<file path="src/rtl/rlim_pkg.sv">
// Shared types for the rlim4 speed monitor: FSM states, command encoding
// and the command priority decode (stop > high > low, idle means stop).
package rlim_pkg;

   typedef enum logic [1:0] {
      HALT = 2'd0,
      SLEW = 2'd1,
      LOCK = 2'd2
   } state_e;

   typedef enum logic [1:0] {
      CMD_STOP = 2'd0,
      CMD_LOW  = 2'd1,
      CMD_HIGH = 2'd2
   } cmd_e;

   // Priority decode of the raw speed command lines
   function automatic cmd_e decode_cmd(input logic stopped,
                                       input logic hs,
                                       input logic ls);
      cmd_e c;
      c = CMD_STOP;
      if (stopped)  c = CMD_STOP;
      else if (hs)  c = CMD_HIGH;
      else if (ls)  c = CMD_LOW;
      return c;
   endfunction

endpackage

</file>
<file path="src/rtl/rlim_tach_window.sv">
// Fixed-length measurement window: rising-edge detect on the pulse train,
// free-running window counter and saturating edge counter.
// Ports:
//   i_clk, i_reset  clock, async active-high reset
//   i_pulse         pulse train (synchronous to i_clk)
//   o_end_c         high on the last cycle of each window (combinational)
//   o_value_c       saturated edge count including this cycle's edge (combinational)
module rlim_tach_window #(
   parameter int unsigned WINDOW = 1024,
   parameter int unsigned CW     = 10
) (
   input  logic          i_clk,
   input  logic          i_reset,
   input  logic          i_pulse,
   output logic          o_end_c,
   output logic [CW-1:0] o_value_c
);

   localparam int unsigned     WW     = (WINDOW > 1) ? $clog2(WINDOW) : 1;
   localparam logic [WW-1:0]   W_LAST = WW'(WINDOW - 1);
   localparam logic [CW-1:0]   E_MAX  = '1;

   logic          r_pulse_q;
   logic [WW-1:0] r_wcnt;
   logic [CW-1:0] r_ecnt;
   logic          w_edge;
   logic          w_end;
   logic [CW-1:0] w_ecnt_inc;

   assign w_edge     = i_pulse & ~r_pulse_q;
   assign w_end      = (r_wcnt == W_LAST);
   assign w_ecnt_inc = (w_edge && (r_ecnt != E_MAX)) ? (r_ecnt + CW'(1)) : r_ecnt;

   // Window/edge counters; the edge seen on the last cycle is folded into the reported value
   always_ff @(posedge i_clk or posedge i_reset) begin
      if (i_reset) begin
         r_pulse_q <= 1'b0;
         r_wcnt    <= '0;
         r_ecnt    <= '0;
      end else begin
         r_pulse_q <= i_pulse;
         r_wcnt    <= w_end ? '0 : (r_wcnt + WW'(1));
         r_ecnt    <= w_end ? '0 : w_ecnt_inc;
      end
   end

   assign o_end_c   = w_end;
   assign o_value_c = w_ecnt_inc;

endmodule

</file>
<file path="src/rtl/rlim_tach.sv">
// Speed monitor for the rlim4 rate limiter output. Counts pulse edges per
// window, compares against the commanded speed and tracks HALT/SLEW/LOCK.
// A lock lost without a command change raises a sticky fault.
// Ports:
//   i_clk, i_reset        clock, async active-high reset
//   i_pulse               rlim4 o_out pulse train
//   i_hs, i_ls, i_stopped speed command lines
//   i_clr_fault           single-cycle fault clear
//   o_count, o_valid      last window's edge count and its update strobe
//   o_halted, o_at_speed  registered state decodes (HALT, LOCK)
//   o_fault               sticky loss-of-lock flag
module rlim_tach
   import rlim_pkg::*;
#(
   parameter int unsigned WINDOW    = 1024,
   parameter int unsigned CW        = 10,
   parameter int unsigned LOWCOUNT  = 64,
   parameter int unsigned HIGHCOUNT = 128,
   parameter int unsigned TOL       = 4,
   parameter int unsigned STOPCOUNT = 2,
   parameter int unsigned SETTLE    = 3
) (
   input  logic          i_clk,
   input  logic          i_reset,
   input  logic          i_pulse,
   input  logic          i_hs,
   input  logic          i_ls,
   input  logic          i_stopped,
   input  logic          i_clr_fault,
   output logic [CW-1:0] o_count,
   output logic          o_valid,
   output logic          o_halted,
   output logic          o_at_speed,
   output logic          o_fault
);

   localparam logic [CW:0]     LOW_T      = (CW+1)'(LOWCOUNT);
   localparam logic [CW:0]     HIGH_T     = (CW+1)'(HIGHCOUNT);
   localparam logic [CW:0]     TOL_T      = (CW+1)'(TOL);
   localparam logic [CW-1:0]   STOP_T     = CW'(STOPCOUNT);
   localparam int unsigned     SW         = $clog2(SETTLE + 1);
   localparam logic [SW-1:0]   SETTLE_MAX = SW'(SETTLE);
   localparam logic [SW-1:0]   SETTLE_PRE = SW'(SETTLE - 1);

   logic          w_end;
   logic [CW-1:0] w_value;
   cmd_e          w_cmd;
   logic          w_cmd_chg;
   logic [CW:0]   w_value_x;
   logic [CW:0]   w_target;
   logic [CW:0]   w_diff;
   logic          w_match;
   logic          w_settle_hit;
   logic          w_fault_set;

   state_e        r_state;
   cmd_e          r_cmd_q;
   logic [SW-1:0] r_settle;
   logic [CW-1:0] r_count;
   logic          r_valid;
   logic          r_halted;
   logic          r_at_speed;
   logic          r_fault;

   rlim_tach_window #(
      .WINDOW (WINDOW),
      .CW     (CW)
   ) u_window (
      .i_clk     (i_clk),
      .i_reset   (i_reset),
      .i_pulse   (i_pulse),
      .o_end_c   (w_end),
      .o_value_c (w_value)
   );

   assign w_cmd     = decode_cmd(i_stopped, i_hs, i_ls);
   assign w_cmd_chg = (w_cmd != r_cmd_q);

   // Window value vs. commanded target; difference taken one bit wider so it cannot wrap
   always_comb begin
      w_value_x = {1'b0, w_value};
      w_target  = '0;
      w_diff    = '0;
      w_match   = 1'b0;
      case (w_cmd)
         CMD_LOW:  w_target = LOW_T;
         CMD_HIGH: w_target = HIGH_T;
         default:  w_target = '0;
      endcase
      w_diff  = (w_value_x >= w_target) ? (w_value_x - w_target) : (w_target - w_value_x);
      w_match = (w_cmd == CMD_STOP) ? (w_value <= STOP_T) : (w_diff <= TOL_T);
   end

   // This window completes the required run of matching windows
   assign w_settle_hit = w_match && (r_settle == SETTLE_PRE);
   // Lock lost at window end; a simultaneous command change takes precedence
   assign w_fault_set  = (r_state == LOCK) && w_end && !w_cmd_chg && !w_match;

   // State, settle counter, fault and registered outputs
   always_ff @(posedge i_clk or posedge i_reset) begin
      if (i_reset) begin
         r_state    <= HALT;
         r_cmd_q    <= CMD_STOP;
         r_settle   <= '0;
         r_count    <= '0;
         r_valid    <= 1'b0;
         r_halted   <= 1'b1;
         r_at_speed <= 1'b0;
         r_fault    <= 1'b0;
      end else begin
         r_cmd_q    <= w_cmd;
         r_valid    <= w_end;
         r_halted   <= (r_state == HALT);
         r_at_speed <= (r_state == LOCK);
         if (w_end) r_count <= w_value;

         if (w_fault_set)      r_fault <= 1'b1;
         else if (i_clr_fault) r_fault <= 1'b0;

         if (w_cmd_chg) begin
            r_settle <= '0;
         end else if (w_end) begin
            if (!w_match)                    r_settle <= '0;
            else if (r_settle != SETTLE_MAX) r_settle <= r_settle + SW'(1);
         end

         case (r_state)
            HALT: begin
               if (w_cmd_chg) begin
                  if (w_cmd != CMD_STOP) r_state <= SLEW;
               end else if (w_end && (w_value > STOP_T)) begin
                  r_state <= SLEW;
               end
            end
            SLEW: begin
               if (!w_cmd_chg && w_end && w_settle_hit)
                  r_state <= (w_cmd == CMD_STOP) ? HALT : LOCK;
            end
            LOCK: begin
               if (w_cmd_chg || (w_end && !w_match)) r_state <= SLEW;
            end
            default: r_state <= HALT;
         endcase
      end
   end

   assign o_count    = r_count;
   assign o_valid    = r_valid;
   assign o_halted   = r_halted;
   assign o_at_speed = r_at_speed;
   assign o_fault    = r_fault;

endmodule

</file>
<file path="config.mk">
export PLATFORM = sky130hd
export DESIGN_NAME = rlim_tach
export DESIGN_NICKNAME = d
export VERILOG_FILES = /design/src/rtl/rlim_pkg.sv /design/src/rtl/rlim_tach_window.sv /design/src/rtl/rlim_tach.sv
export SDC_FILE = /design/constraint.sdc
export NUM_CORES = 1
export LEC_CHECK = 0
export ABC_CLOCK_PERIOD_IN_PS = 7600
export CAP_MARGIN = 20
export CORE_MARGIN = 4
export CORE_UTILIZATION = 45
export CTS_BUF_LIST = sky130_fd_sc_hd__clkbuf_16
export DETAILED_ROUTE_END_ITERATION = 16
export PLACE_DENSITY = 0.65
export SYNTH_ARGS = -nofsm -noshare
export SYNTH_HDL_FRONTEND = slang
export SYNTH_SLANG_ARGS = --single-unit
</file>
<file path="constraint.sdc">
create_clock -name i_clk -period 7.6 [get_ports i_clk]
set_clock_uncertainty 0.05 [all_clocks]
set_input_delay 0.76 -clock i_clk [delete_from_list [all_inputs] [get_ports i_clk]]
set_output_delay 0.76 -clock i_clk [all_outputs]
set_load 0.01 [all_outputs]
</file>
==> results.md, run 1 <==
* Status: completed
* FF-to-FF path depth at 12
* Clock power frac at 35.4%
* Initial antenna violation count at 0
* GR Util All Layers at 17.3%
* DRC violations left at 0
* Util after Layout at 56.6%
* FF-to-FF Start: u_window.r_ecnt[0]
* Worst path cell trace: clkdlybuf4s50_1 > and3b_1 > nand2_1 > nor3_1 > xnor2_1 > inv_1 > fa_1 > or3b_1 > a22oi_1 > o221a_2 > a31oi_4 > a32o_1
* Worst Path Buf+Inv at 2
* CP max stage cell: fa_1
* 1st-iter DRT viols at 156
* Post-CTS setup buffers at 0
* ANT cells at 0
* Setup WS pre-CTS at 3480 ps
* Num rows at 25
* Die Width at 80.0 um
* Routed WL at 4.90 mm
* Met3 Use GR at 3.72%
* Crit path largest cell delay at 520 ps
* R2r setup slk at 3850 ps
* Max Transition Viols Final at 0
* Pwr Total at 0.676 mW
* Fin. Hold Viols at 0
* DR vias at 1757
* Placed Instance Area at 0.00260 mm2
* Max FO, Critical Path at 5
* Comb pwr share at 24.1%
* DPL Wire Length at 3.54 mm
* Routability cong. at 0.823
* Setup tns final at 0 ps
* Crit start category: primary input
* Via density at 5.28
* F_max at 259 MHz
* DIE AREA at 0.00639 mm2
* Number of synthesized flops with an enable pin at 0
* Largest net degree at the start of global routing at 42
* Seq cells post-synth at 41
* Cell family with most CP delay: simple AND/OR/NAND/NOR gates
* Final WS setup at 3740 ps
* Clock-pin slew on the worst setup and hold paths at 60 ps
* CTS root buf: clkbuf_16
* Peak VDD IR at 163 uV
* First-pass GRT wire length at 8.57 mm
* MaxCap Viol Count at 0
* CTS Buffer Depth at 2
* Int Pwr at 0.459 mW
* Main flop type after synthesis: dfrtp_1
* M1 GR Usage at 25.4%
* Psw at 0.217 mW
* Final instance area at 0.00276 mm2
* RSZ-0062 raised after global routing: no
* Part of the power in registers at 40.4%
* Routed len/inst at 14.7 um
* Hold buffers post-CTS at 0
* Pwr dens at 245 mW/mm2
* Starting density of the core at 47.7%
* Area delta synth->final at 18.6%
* Worst Hold Launch: u_window.r_wcnt[4]
* P_leak at 1.22 nW
* Hold_ws at 426 ps
* Final cycle utilization of the critical path at 50.8%
* Post-synth cell types at 54
* Setup violators final at 0
* Post-synth ARST share at 100%
* Syn Inst Count at 243
* Port-buffer cells at 20
* Layout cells sized above 1 at 9.40%
* Netlist Area Pre-Place at 0.00233 mm2
* Synth warn at 0
* Nets at 281
* Slew of the pin with the lowest slew margin at 789 ps
* Clk_lat worst skew at 280 ps
* GR peak layer: met2
* IO Pins at 21
* Critical Path Stages at 12
* Register area share after synthesis at 44.1%
* Crit Path Class: in2reg
* Worst r2r dst: o_fault
* Met2 usage at 25.5%
* GR Overflow Total at 0
* Routed Antenna Nets at 0
* Crit path arrival time at 3980 ps
* Hold path endpoint: u_window.r_wcnt[4]
* Num CTS Buffers at 5
* Syn Area/Cell at 9.59 um2
* Hold path cells at 1
* Vias in the first global route at 1734
* Slew headroom at 47.4%
* Die Ht at 80.0 um
* CP required at 7720 ps
* CTS HTree Levels at 2
* DP Cell Count at 325
* Core Region at 0.00488 mm2
* Worst Hold Class: reg2reg
* CTS resizes at 0
* Min cycle time layout at 3860 ps
* CTS tree: yes
* Sw Share at 32.1%
* Clock sink count at 41
* Initial DRT Pass Iterations at 4
* Syn Nets at 259
* Post-Layout Cell Count at 333
* Worst setup EP type: register
layout by cell type, fill, tap and decap left out, types with 2 or more instances in the layout:
cell and count:
nand2_1 25, nor2_1 35, ha_1 8, clkbuf_16 5, a21oi_1 6, nor2b_1 6
a31oi_1 4, xor2_1 8, a21boi_0 3, xnor2_1 8, nand4_1 8, o31a_1 2
and3_1 4, dfrtp_1 40, nand3_1 8, mux2i_1 2, nor3b_1 3, and4_1 2
nor3_1 4, clkdlybuf4s50_1 20, o21ai_0 17, inv_1 10, and2_1 2, or2_2 4
flip-flops by register name, indices dropped and copies added, names as in the netlist, 2 cells and up:
signal,count
r_settle,2
r_cmd_q,2
o_count,10
r_state,2
u_window.r_ecnt,10
u_window.r_wcnt,10
layout make-up:
| type | instances | area [um2] |
|---|---|---|
| fill | 458 | 2120 |
| multi-input combinational | 187 | 1240 |
| sequential | 41 | 1030 |
| timing repair buffer | 21 | 208 |
| clock buffer | 5 | 125 |
| tap | 67 | 83.8 |
| clock inverter | 3 | 42.5 |
| inverter | 9 | 33.8 |
routing by layer:
layer,up-vias,wire [um]
met4,0,51
li1,900,-
met2,45,2190
met3,4,239
met5,-,0
met1,808,2420
synth_stat cells, types with 4 or more instances:
cell      n  share of area [%]
a21oi_1   6                1.3
a31oi_1   4                1.1
and3_1    4                1.1
dfrtp_1  40                 43
ha_1      8                4.3
inv_1     9                1.4
nand2_1  25                4.0
nand3_1   8                1.7
nand4_1   8                2.1
nor2_1   35                5.6
nor2b_1   6                1.6
nor3_1    4               0.86
o21ai_0  17                3.7
or2_2     4                1.1
xnor2_1   8                3.0
xor2_1    8                3.0
power groups by stage:
stage | Clock (mW) | Sequential (mW) | Combinational [mW]
after floorplan | 0 | 0.264 | 0.133
after global placement | 0 | 0.276 | 0.162
after detailed placement | 0 | 0.277 | 0.161
after CTS | 0.245 | 0.272 | 0.163
after global routing | 0.254 | 0.279 | 0.183
final | 0.240 | 0.273 | 0.163
kinds of logic (layout without fill, tap and decap cells):
family / after synthesis / in the layout / share of synthesized area (%)
xor+xnor: 16 / 16 / 6.02
flops: 41 / 41 / 44.1
compound gates: 47 / 47 / 14.5
simple gates: 110 / 110 / 24.8
mux: 5 / 5 / 2.95
fa+ha+maj: 9 / 9 / 5.16
buf+inv: 15 / 38 / 2.52
worst max-delay path by stage:
| stage | startpoint | end |
|---|---|---|
| 2_1_floorplan | i_pulse | o_fault |
| 3_3_place_gp | i_pulse | o_fault |
| 3_5_place_dp | i_pulse | o_fault |
| 4_1_cts | i_pulse | o_fault |
| 5_1_grt | i_pulse | o_fault |
| 6_report | i_pulse | o_fault |
worst reg2reg max path, stage by stage (launching register included):
cell,delay [ps]
dfrtp_1,460
ha_1,260
nand2_1,90
nor3_1,420
nor3_1,110
xnor2_1,390
inv_1,150
fa_1,520
or3b_1,400
a22oi_1,150
o221a_2,260
a31oi_4,110
a32o_1,270
Power figures use the tool's default switching activity.
==> run 2, diff against run 1 <==
--- a/config.mk
+++ b/config.mk
@@ -5,7 +5,7 @@
 export SDC_FILE = /design/constraint.sdc
 export NUM_CORES = 1
 export LEC_CHECK = 0
-export ABC_CLOCK_PERIOD_IN_PS = 7600
+export ABC_CLOCK_PERIOD_IN_PS = 3800
 export CAP_MARGIN = 20
 export CORE_MARGIN = 4
 export CORE_UTILIZATION = 45
==> constraint.sdc (replaced) <==
create_clock -name i_clk -period 3.8 [get_ports i_clk]
set_clock_uncertainty 0.05 [all_clocks]
set_input_delay 0.38 -clock i_clk [delete_from_list [all_inputs] [get_ports i_clk]]
set_output_delay 0.38 -clock i_clk [all_outputs]
set_load 0.01 [all_outputs]
==> run 2 against run 1 <==
Power increased by 100%. Combinational power up 110%. Register-to-register slack worse by 3500 ps. Global-route usage rose by 0.77 points. Via count grew 5.4%. Routed wire length grew 4.5%. Sequential share of layout area shrank 0.55 points. Flip-flop and latch count unchanged. Hold slack about the same. Die area unchanged. First-iteration DRC count is 7.1% lower.
==> results.md, run 2 (same netlist as run 1, synthesis figures left out) <==
* Slew headroom at 65.3%
* Num CTS Buffers at 5
* 1st-iter DRT viols at 145
* IO Pins at 21
* Routed WL at 5.12 mm
* Worst Path Buf+Inv at 1
* # fillers at 447
* Crit path largest cell delay at 500 ps
* CTS Buffer Depth at 2
* Max FO, Critical Path at 7
* Commonest non-fill, non-tap cells in the layout: dfrtp_1 (40), nor2_1 (35), nand2_1 (25)
* CTS HTree Levels at 2
* Clock-pin slew on the worst setup and hold paths at 60 ps
* GR Util All Layers at 18.1%
* CTS tree: yes
* Routability cong. at 0.900
* Final instance area at 0.00281 mm2
* FF+latch area at 0.00103 mm2
* CTS root buf: clkbuf_16
* CP required at 3930 ps
* ANT cells at 0
* GR Overflow Total at 0
* F_max at 293 MHz
* P_leak at 1.23 nW
* Die Ht at 80.0 um
* Starting density of the core at 47.7%
* Crit Path Class: reg2reg
* Peak VDD IR at 311 uV
* Clock sink count at 41
* Layout cells sized above 1 at 11.4%
* Met3 Use GR at 4.29%
* Cell family with most CP delay: simple AND/OR/NAND/NOR gates
* Crit path arrival time at 3540 ps
* Routed len/inst at 15.2 um
* Pwr dens at 489 mW/mm2
* Hold_ws at 425 ps
* DPL Wire Length at 3.55 mm
* Via density at 5.48
* Nets at 286
* Commonest non-fill, non-tap cell in the layout: dfrtp_1
* Min cycle time layout at 3420 ps
* MaxCap Viol Count at 0
* Crit start category: register
* GR peak layer: met1
* Final cycle utilization of the critical path at 89.9%
* Fin. Hold Viols at 0
* Clk_lat worst skew at 280 ps
* First-pass GRT wire length at 8.80 mm
* DP Cell Count at 330
* DRC violations left at 0
* Worst path cell trace: ha_1 > nand2_1 > nor3_2 > nor3_1 > xnor2_1 > inv_1 > fa_1 > or3b_1 > a22oi_1 > o221a_2 > a31oi_4 > a32o_1
* Met2 usage at 25.8%
* Port-buffer cells at 20
* Worst setup EP type: register
* Worst Hold Class: reg2reg
* Post-CTS setup buffers at 0
* CP max stage cell: fa_1
* CTS resizes at 0
* Hold buffers post-CTS at 0
* Initial antenna violation count at 0
* Vias in the first global route at 1781
* Routed Antenna Nets at 0
* M1 GR Usage at 26.3%
* Post-Layout Cell Count at 338
* Die Width at 80.0 um
* Setup violators final at 0
* Num rows at 25
* Max Transition Viols Final at 0
* Core Region at 0.00488 mm2
* Setup tns final at 0 ps
* Initial DRT Pass Iterations at 4
* DR vias at 1851
* DIE AREA at 0.00639 mm2
* Placed Instance Area at 0.00263 mm2
* Area delta synth->final at 20.4%
* Status: completed
* Area of the multi-input gates at 0.00125 mm2
* Largest net degree at the start of global routing at 42
* Slew of the pin with the lowest slew margin at 520 ps
* RSZ-0062 raised after global routing: no
## run 2: cell types whose count changed in the layout (fill, tap and decap cells not counted)
cell / previous run / this run
buf_4: 1 / 6
clkinv_1: 0 / 1
clkinv_4: 1 / 0
clkinvlp_4: 0 / 1
inv_1: 10 / 9
nor3_1: 4 / 3
nor3_2: 0 / 1
## run 2: where the power goes
part           total, mW  internal [mW]  switching (mW)
clock              0.483          0.308           0.175
sequential         0.549          0.476          0.0731
combinational      0.341          0.144           0.197
## run 2: final cells by class
type | instances | area share [%]
Timing Repair Buffer | 26 | 8.74
Sequential cell | 41 | 36.6
Clock buffer | 5 | 4.46
Clock inverter | 3 | 1.47
Multi-Input combinational cell | 187 | 44.5
Inverter | 9 | 1.20
Tap cell | 67 | 2.99
## run 2: worst min-delay path: stages (launching register included)
cell	delay, ps
dfrtp_1	340
nand2_1	40
o21ai_0	60
## run 2: routing by layer
layer  vias up  wire length [um]
li1        910                 -
met1       883              2600
met2        50              2190
met3         8               251
met4         0                87
met5         -                 0
## run 2: path summary, 6_finish.rpt
kind                                     from            endpoint  slack [ps]  cells past startpoint
setup / recovery           u_window.r_ecnt[0]             o_fault         380                     12
hold / removal                     o_count[2]          o_count[2]         430                      2
setup reg to reg           u_window.r_ecnt[0]             o_fault         380                     12
hold reg to reg                    o_count[2]          o_count[2]         430                      2
max in group asynchronous             i_reset            o_halted        2860                      3
min in group asynchronous             i_reset  u_window.r_ecnt[5]         480                      3
## run 2: per-stage QoR
stage               setup slack, ps  power (mW)  util, %
global route                    105        1.45     57.5
finish                          383        1.37     57.5
detailed placement              120       0.889     54.0
floorplan                       533       0.794        -
CTS                             247        1.38     57.4
global placement                255       0.885     54.0
==> run 3, diff against run 2 <==
--- a/config.mk
+++ b/config.mk
@@ -11,6 +11,7 @@
 export CORE_UTILIZATION = 45
 export CTS_BUF_LIST = sky130_fd_sc_hd__clkbuf_16
 export DETAILED_ROUTE_END_ITERATION = 16
+export GPL_TIMING_DRIVEN = 1
 export PLACE_DENSITY = 0.65
 export SYNTH_ARGS = -nofsm -noshare
 export SYNTH_HDL_FRONTEND = slang
==> results of run 3 <==
Final layout, timing and power as in run 2 (identical DEF).
